**src/rtl/bus_initiator_if.sv**
```systemverilog
// bus_initiator_if: command, bus and response signals of the bus initiator
interface bus_initiator_if #(
    parameter int ADDR_W = 12
);
    logic              cmd_valid;
    logic              cmd_ready;
    logic              cmd_wr;
    logic [ADDR_W-1:0] cmd_addr;
    logic [3:0]        cmd_be;
    logic [31:0]       cmd_wdata;
    logic [3:0]        cmd_len;
    logic              bus_en;
    logic [3:0]        bus_we;
    logic [31:0]       bus_addr;
    logic [31:0]       bus_dout;
    logic [31:0]       bus_din;
    logic              rsp_valid;
    logic [31:0]       rsp_data;
    logic              wr_done;
    modport master (
        input  cmd_valid, cmd_wr, cmd_addr, cmd_be, cmd_wdata, cmd_len, bus_din,
        output cmd_ready, bus_en, bus_we, bus_addr, bus_dout, rsp_valid, rsp_data, wr_done
    );
    modport slave (
        output cmd_valid, cmd_wr, cmd_addr, cmd_be, cmd_wdata, cmd_len, bus_din,
        input  cmd_ready, bus_en, bus_we, bus_addr, bus_dout, rsp_valid, rsp_data, wr_done
    );
endinterface

```
**src/rtl/bus_initiator.sv**
```systemverilog
// bus_initiator: single-command bus master with fixed-latency reads; define BUS_INITIATOR_BURST_EN for cmd_len+1 beat bursts
module bus_initiator #(
    parameter int RD_LAT = 2,
    parameter int ADDR_W = 12
) (
    input logic             io_clk,
    input logic             io_rst,
    bus_initiator_if.master bus
);
    typedef enum logic [2:0] {IDLE, WRITE, READ, WAIT, RESP} state_t;
    localparam logic [ADDR_W-1:0] STEP = ADDR_W'(4);
    state_t            r_state;
    logic [ADDR_W-1:0] r_addr;
    logic [3:0]        r_we;
    logic [31:0]       r_dout;
    logic [31:0]       r_rdata;
    logic              r_en;
    logic              r_rsp;
    logic              r_done;
    logic [2:0]        r_wait;
    logic              w_last;
    logic              w_unused;
`ifdef BUS_INITIATOR_BURST_EN
    logic [3:0]        r_cnt;
    assign w_last = r_cnt == 4'd0;
    // remaining beats: loaded from cmd_len at acceptance, stepped at each beat boundary
    always_ff @(posedge io_clk or posedge io_rst) begin
        if (io_rst) r_cnt <= '0;
        else if (bus.cmd_valid && bus.cmd_ready) r_cnt <= bus.cmd_len;
        else if ((r_state == WRITE || r_state == RESP) && !w_last) r_cnt <= r_cnt - 4'd1;
    end
`else
    assign w_last = 1'b1;
`endif
    assign w_unused      = ^{bus.cmd_len, bus.cmd_addr[1:0]};
    assign bus.cmd_ready = (r_state == IDLE) && !io_rst;
    assign bus.bus_en    = r_en;
    assign bus.bus_we    = r_we;
    assign bus.bus_addr  = 32'(r_addr);
    assign bus.bus_dout  = r_dout;
    assign bus.rsp_valid = r_rsp;
    assign bus.rsp_data  = r_rdata;
    assign bus.wr_done   = r_done;
    // command FSM; bus strobes and pulses are registered so each is valid for exactly its state's cycle
    always_ff @(posedge io_clk or posedge io_rst) begin
        if (io_rst) begin
            r_state <= IDLE;
            r_addr  <= '0;
            r_we    <= '0;
            r_dout  <= '0;
            r_rdata <= '0;
            r_en    <= 1'b0;
            r_rsp   <= 1'b0;
            r_done  <= 1'b0;
            r_wait  <= '0;
        end else begin
            r_rsp  <= 1'b0;
            r_done <= 1'b0;
            case (r_state)
                IDLE: if (bus.cmd_valid) begin
                    r_en   <= 1'b1;
                    r_addr <= {bus.cmd_addr[ADDR_W-1:2], 2'b00};
                    if (bus.cmd_wr) begin
                        r_state <= WRITE;
                        r_we    <= bus.cmd_be;
                        r_dout  <= bus.cmd_wdata;
                    end else begin
                        r_state <= READ;
                        r_we    <= '0;
                    end
                end
                WRITE: if (w_last) begin
                    r_state <= IDLE;
                    r_en    <= 1'b0;
                    r_we    <= '0;
                    r_done  <= 1'b1;
                end else begin
                    r_addr <= r_addr + STEP;
                end
                READ: begin
                    r_en    <= 1'b0;
                    r_wait  <= 3'd1;
                    r_state <= (RD_LAT == 1) ? RESP : WAIT;
                end
                WAIT: begin
                    r_wait <= r_wait + 3'd1;
                    if (r_wait == 3'(RD_LAT - 1)) r_state <= RESP;
                end
                RESP: begin
                    r_rdata <= bus.bus_din;
                    r_rsp   <= 1'b1;
                    if (w_last) begin
                        r_state <= IDLE;
                    end else begin
                        r_state <= READ;
                        r_en    <= 1'b1;
                        r_addr  <= r_addr + STEP;
                    end
                end
                default: r_state <= IDLE;
            endcase
        end
    end
endmodule

```
**src/flat_wrapper.sv**
```systemverilog
// flat-port wrapper written by rule: the top's interface ports become plain ports
module bus_initiator_flat 
#(
    parameter int RD_LAT = 2,
    parameter int ADDR_W = 12
)
  (io_clk, io_rst, bus_cmd_valid, bus_cmd_wr, bus_cmd_addr, bus_cmd_be, bus_cmd_wdata, bus_cmd_len, bus_bus_din, bus_cmd_ready, bus_bus_en, bus_bus_we, bus_bus_addr, bus_bus_dout, bus_rsp_valid, bus_rsp_data, bus_wr_done);
  bus_initiator_if #(.ADDR_W(ADDR_W)) bus_i ();
  input logic io_clk;
  input logic io_rst;
  input wire logic [$bits(bus_i.cmd_valid)-1:0] bus_cmd_valid;
  input wire logic [$bits(bus_i.cmd_wr)-1:0] bus_cmd_wr;
  input wire logic [$bits(bus_i.cmd_addr)-1:0] bus_cmd_addr;
  input wire logic [$bits(bus_i.cmd_be)-1:0] bus_cmd_be;
  input wire logic [$bits(bus_i.cmd_wdata)-1:0] bus_cmd_wdata;
  input wire logic [$bits(bus_i.cmd_len)-1:0] bus_cmd_len;
  input wire logic [$bits(bus_i.bus_din)-1:0] bus_bus_din;
  output wire logic [$bits(bus_i.cmd_ready)-1:0] bus_cmd_ready;
  output wire logic [$bits(bus_i.bus_en)-1:0] bus_bus_en;
  output wire logic [$bits(bus_i.bus_we)-1:0] bus_bus_we;
  output wire logic [$bits(bus_i.bus_addr)-1:0] bus_bus_addr;
  output wire logic [$bits(bus_i.bus_dout)-1:0] bus_bus_dout;
  output wire logic [$bits(bus_i.rsp_valid)-1:0] bus_rsp_valid;
  output wire logic [$bits(bus_i.rsp_data)-1:0] bus_rsp_data;
  output wire logic [$bits(bus_i.wr_done)-1:0] bus_wr_done;
  assign bus_i.cmd_valid = bus_cmd_valid;
  assign bus_i.cmd_wr = bus_cmd_wr;
  assign bus_i.cmd_addr = bus_cmd_addr;
  assign bus_i.cmd_be = bus_cmd_be;
  assign bus_i.cmd_wdata = bus_cmd_wdata;
  assign bus_i.cmd_len = bus_cmd_len;
  assign bus_i.bus_din = bus_bus_din;
  assign bus_cmd_ready = bus_i.cmd_ready;
  assign bus_bus_en = bus_i.bus_en;
  assign bus_bus_we = bus_i.bus_we;
  assign bus_bus_addr = bus_i.bus_addr;
  assign bus_bus_dout = bus_i.bus_dout;
  assign bus_rsp_valid = bus_i.rsp_valid;
  assign bus_rsp_data = bus_i.rsp_data;
  assign bus_wr_done = bus_i.wr_done;
  bus_initiator #(.RD_LAT(RD_LAT), .ADDR_W(ADDR_W)) u_core (.io_clk(io_clk), .io_rst(io_rst), .bus(bus_i));
endmodule
```
**config.mk**
```make
export PLATFORM = sky130hd
export DESIGN_NAME = bus_initiator_flat
export DESIGN_NICKNAME = d
export VERILOG_FILES = /design/src/rtl/bus_initiator_if.sv /design/src/rtl/bus_initiator.sv /design/src/flat_wrapper.sv
export SDC_FILE = /design/constraint.sdc
export NUM_CORES = 1
export LEC_CHECK = 0
export ABC_AREA = 1
export CAP_MARGIN = 20
export CORE_MARGIN = 1
export CORE_UTILIZATION = 43
export CTS_CLUSTER_SIZE = 30
export DETAILED_ROUTE_END_ITERATION = 8
export PLACE_DENSITY_LB_ADDON = 0.1
export SLEW_MARGIN = 0
export SYNTH_ARGS = -nofsm -noshare
export SYNTH_HDL_FRONTEND = slang
export SYNTH_SLANG_ARGS = --single-unit
```
**constraint.sdc**
```tcl
create_clock -name io_clk -period 8 [get_ports io_clk]
set_clock_uncertainty 0.1 [all_clocks]
set_input_delay 2.4 -clock io_clk [delete_from_list [all_inputs] [get_ports io_clk]]
set_output_delay 2.4 -clock io_clk [all_outputs]
set_load 0.03 [all_outputs]
```
==> results of run 1 <==
==> worst max-delay path, cell delays in order <==
cell	delay, ns
clkdlybuf4s50_1	0.44
nor2_1	0.12
clkdlybuf4s50_1	0.67
==> synth_stat cells (5+ instances only) <==
library cell	instances
buf_4	22
nand2_1	207
nor2_1	5
inv_1	14
buf_2	12
nand3_1	21
nand3_2	20
dfrtp_1	87
==> registers in the layout (all words and copies together), names as in the netlist <==
| register | cells |
|---|---|
| u_core.bus.bus_dout | 32 |
| u_core.bus.bus_en | 1 |
| u_core.bus.bus_we | 4 |
| u_core.bus.rsp_data | 32 |
| u_core.bus.rsp_valid | 1 |
| u_core.bus.wr_done | 1 |
| u_core.r_addr | 10 |
| u_core.r_state | 3 |
| u_core.r_wait | 3 |
==> logic make-up after synthesis <==
logic type                 synth area share
AOI/OAI and AO/OA                   0.00931
xor gates and xnor gates            0.00233
adders and majority gates           0.00665
buffers and inverters                0.0964
DFF                                   0.579
other                              0.000997
and+or+nand+nor                       0.306
==> path summary, 6_finish.rpt <==
| check | from | endpoint | slack, ns | depth (start not counted) |
|---|---|---|---|---|
| max in group asynchronous | io_rst | u_core.r_wait[1] | 4.86 | 4 |
| max | io_rst | bus_cmd_ready | 1.86 | 3 |
| max reg2reg | u_core.r_state[1] | u_core.bus.bus_dout[30] | 5.60 | 6 |
| min | u_core.r_addr[10] | u_core.r_addr[10] | 0.37 | 2 |
| min in group asynchronous | io_rst | u_core.bus.wr_done | 2.34 | 3 |
| min reg2reg | u_core.r_addr[10] | u_core.r_addr[10] | 0.37 | 2 |
==> metal layers <==
layer	vias up	GRT usage	wire, um
met1	1396	0.234	3760
met3	8	0.0853	953
met4	0	0.0448	95
met2	123	0.299	3670
met5	-	0	0
li1	1524	-	-
==> cell type report <==
type                            instances  area share
Multi-Input combinational cell        288       0.236
Sequential cell                        87       0.395
Inverter                               14     0.00976
Tap cell                              105      0.0238
Clock buffer                           11      0.0238
Timing Repair Buffer                  166       0.303
Clock inverter                          4     0.00863
==> stage by stage <==
stage                     setup slack, ns  power (uW)
after global placement               1.88        1960
final                                1.86        2250
after CTS                            1.85        2280
after global routing                 1.85        2400
after floorplan                      2.69        1500
after detailed placement             1.86        1990
==> power by group <==
group,total [uW],switching (uW),internal [uW]
sequential,757,111,646
clock,285,143,142
combinational,1210,729,481
total,2250,983,1270
==> impl_metrics.ini, run 1 <==
[clocking]
cts-root-buf = clkbuf_8
clk_latency_ns = 0.33
clk_pin_slew_worst_paths_ns = 0.08
cts.sinks = 87
cts_max_level = 3
post_cts_buffers = 0
cts_made_buffers = 9
cts_hold_buf = 0
cts_resized = 0
clk_path_buf_depth = 2
cts_tree = yes

[layout]
fin_cells = 675
n_antenna_cell = 0
final_util = 0.661
multi_input_area_sq_mm = 0.00130
mostFrequentLayoutCell = nand2_1
final_area_sq_mm = 0.00551
nets = 656
drive_above_1_share = 0.0737
final_cell_mix = nand2_1 (207), clkdlybuf4s50_1 (162), dfrtp_1 (87)
syn_to_final_growth_pct = 46.5
regArea_sq_mm = 0.00218
nFillCells = 705

[yosys]
yosys_warnings = 0
seq_area_frac_synth = 0.579
syn_inst = 409
ys_seq_elements = 87
yosys-top-cells-area = dfrtp_1 (58%), nand2_1 (21%), nand3_2 (5.3%)
ys_types = 23
syn_avg_cell_area_sq_um = 9.20
synthArstFlopShare = 1.00
ys.flop_type = dfrtp_1
syn-cell-area_sq_mm = 0.00376
synth_top_area_frac = 0.579
synth_edf_count = 0
synth_top_area_cell = dfrtp_1

[critical_path]
crit_required_ns = 5.50
path_class = input port to output pin
critPathMaxFanout = 2
start_kind = input port
arrival_ns = 3.64
endpoint_kind = output pin

[placement]
dp_cells = 659
port_buffers = 163
place_area_sq_mm = 0.00531
dp_hpwl_um = 5770
place_congestion = 0.776

[outcome]
outcome = finished clean

[sta]
maxSlewHeadroom = 0.362
rsz0062_at_grt = false
clock.fmax_mhz = 163
setup-violations-final = 0
post-route-period-util = 0.767
worst_pin_slew_ns = 0.957
fin_crit_ns = 6.14
hold_viol_final = 0
whs_ns = 0.372
slew_viol_final = 0
fin_tns_setup_ns = 0

[pwr]
p_leak_uw = 0.00270
ir_drop_v = 0.000189
powerDensity_mw_per_mm2 = 409

[die]
row_count = 33
die_height_um = 95.5
io_pins = 192
core-area_sq_mm = 0.00834
die_width_um = 95.5
dieArea_sq_mm = 0.00913
start_util = 0.451

[global_route]
grt_max_degree = 88
grt_pass1_wl_um = 13200
grt-ovfl-total = 0
grt_pass1_vias = 2825
antenna_found_initial = 0
track_usage = 0.188

[detailed_routing]
drt_iter0_markers = 121
firstDrtPassIters = 4
wl_um = 8480
dr_total_vias = 3051
vias_per_cell = 4.52
ant_nets = 0
drc = 0
avgRoutedWirePerCell_um = 12.6

[flow_run]
drv_cap = 0

[min_path]
hp-class = flip-flop to flip-flop
(Power assumes the default switching activity.)
==> run 2: changes to the inputs <==
--- a/config.mk
+++ b/config.mk
@@ -8,7 +8,7 @@
 export ABC_AREA = 1
 export CAP_MARGIN = 20
 export CORE_MARGIN = 1
-export CORE_UTILIZATION = 43
+export CORE_UTILIZATION = 36
 export CTS_CLUSTER_SIZE = 30
 export DETAILED_ROUTE_END_ITERATION = 8
 export PLACE_DENSITY_LB_ADDON = 0.1
==> constraint.sdc (replaced) <==
create_clock -name io_clk -period 5.19 [get_ports io_clk]
set_clock_uncertainty 0.1 [all_clocks]
set_input_delay 1.557 -clock io_clk [delete_from_list [all_inputs] [get_ports io_clk]]
set_output_delay 1.557 -clock io_clk [all_outputs]
set_load 0.03 [all_outputs]
==> run 2 against run 1 <==
  * Worst setup slack worse by 1.1 ns
  * Combinational power up 55%
  * Utilization decreased by 10 points
  * Global-route usage decreased by 2.2 points
  * Largest power group unchanged
==> impl_metrics.ini, run 2 (synthesis gave the netlist of run 1 again) <==
[global_route]
grt-ovfl-total = 0
grt_max_degree = 40
antenna_found_initial = 0
track_usage = 0.166
grt_pass1_vias = 2948
grt_pass1_wl_um = 14600

[outcome]
outcome = finished clean

[clocking]
cts_hold_buf = 0
clk_path_buf_depth = 2
cts_max_level = 3
post_cts_buffers = 0
clk_pin_slew_worst_paths_ns = 0.09
cts_resized = 0
clk_latency_ns = 0.34
cts.sinks = 87
cts_tree = yes
cts-root-buf = clkbuf_8
cts_made_buffers = 9

[sta]
rsz0062_at_grt = false
setup_slack_ns = 0.752
post-route-period-util = 0.855
slew_viol_final = 0
fin_tns_setup_ns = 0
maxSlewHeadroom = 0.351
fin_crit_ns = 4.44
setup-violations-final = 0
clock.fmax_mhz = 225
hold_viol_final = 0
worst_pin_slew_ns = 0.973

[layout]
drive_above_1_share = 0.0820
final_area_sq_mm = 0.00558
nets = 658
syn_to_final_growth_pct = 48.2
n_antenna_cell = 0
final_cell_mix = nand2_1 (207), clkdlybuf4s50_1 (162), dfrtp_1 (87)
mostFrequentLayoutCell = nand2_1

[critical_path]
r2r_cells = 6
endpoint_kind = output pin
slowest_delay_ns = 0.67
crit_required_ns = 3.53
path_cells = clkdlybuf4s50_1 > nor2_1 > clkdlybuf4s50_1
slowest_stage = clkdlybuf4s50_1
path_common_cell = clkdlybuf4s50_1
ff2ff_setup_slack_ns = 3.07
start_kind = input port
critPathMaxFanout = 2
arrival_ns = 2.78
r2r_end = u_core.bus.rsp_data[3]
r2r-start = u_core.r_state[1]
path_class = input port to output pin

[detailed_routing]
drc = 0
avgRoutedWirePerCell_um = 12.6
drt_iter0_markers = 144
dr_total_vias = 3064
ant_nets = 0
firstDrtPassIters = 5
vias_per_cell = 4.34
wl_um = 8900

[die]
core-area_sq_mm = 0.00995
row_count = 36
dieArea_sq_mm = 0.0109
die_width_um = 104
io_pins = 192
die_height_um = 104
start_util = 0.378

[placement]
place_area_sq_mm = 0.00536
dp_hpwl_um = 6160
pre_cts_ws_ns = 0.749
port_buffers = 163
place_congestion = 0.767

[flow_run]
drv_cap = 0

[pwr]
ir_drop_v = 0.000266
powerDensity_mw_per_mm2 = 626
p_leak_uw = 0.00272

[min_path]
hp-class = flip-flop to flip-flop
min_from = u_core.bus.bus_dout[13]
min_to = u_core.bus.bus_dout[13]
hold_depth = 2
==> run 2: cell count changes in the layout (fill, tap and decap cells not counted) <==
cell / delta
clkinvlp_4: +1
clkbuf_8: +2
clkinv_4: +2
buf_4: +2
clkinv_2: -2
clkbuf_1: -2
bufinv_16: -1
inv_6: +1
==> run 2: routing by layer <==
metal	share of wire	wire [um]	track usage	up-vias
met5	0	0	0	-
met2	0.45	3990	0.248	118
li1	-	-	-	1537
met3	0.085	760	0.0545	5
met4	0.0062	55	0.0490	0
met1	0.46	4090	0.230	1404
==> run 2: layout make-up <==
type / instances / area, sq um
timing repair buffer: 168 / 1680
multi-input combinational: 288 / 1300
sequential: 87 / 2180
fill: 917 / 4380
clock buffer: 11 / 151
inverter: 14 / 53.8
clock inverter: 5 / 41.3
tap: 133 / 166
==> run 2: worst max path at each step <==
stage | endpoint | startpoint | cells after the start
after CTS | bus_cmd_ready | io_rst | 3
after global placement | bus_cmd_ready | io_rst | 3
after detailed placement | bus_cmd_ready | io_rst | 3
final | bus_cmd_ready | io_rst | 3
after floorplan | u_core.bus.bus_dout[0] | io_rst | 1
after global routing | bus_cmd_ready | io_rst | 3
==> run 2: power breakdown <==
part | internal, uW | leakage, uW | switching, uW
Combinational | 748 | 0.00155 | 1130
Sequential | 996 | 0.00107 | 171
Clock | 204 | 0.0000922 | 243
==> run 2: critical path: cells and delay by family <==
family	cells	cell delay (ns)
buffers and inverters	2	1.10
AND/OR/NAND/NOR	1	0.12
==> run 2: through the flow <==
step           instances  hold WS [ns]  power (uW)   util
2_1_floorplan        430         0.373        2320      -
3_3_place_gp         689         0.352        3040  0.538
3_5_place_dp         689         0.357        3070  0.538
4_1_cts              705         0.379        3530  0.557
5_1_grt              706         0.398        3720  0.560
6_report             706         0.375        3490  0.560
==> run 3: changes to the inputs <==
--- a/config.mk
+++ b/config.mk
@@ -11,6 +11,7 @@
 export CORE_UTILIZATION = 36
 export CTS_CLUSTER_SIZE = 30
 export DETAILED_ROUTE_END_ITERATION = 8
+export HOLD_SLACK_MARGIN = 0.06
 export PLACE_DENSITY_LB_ADDON = 0.1
 export SLEW_MARGIN = 0
 export SYNTH_ARGS = -nofsm -noshare
==> results of run 3 <==
Same layout as run 2: the final DEF is identical, and so are final timing and power.
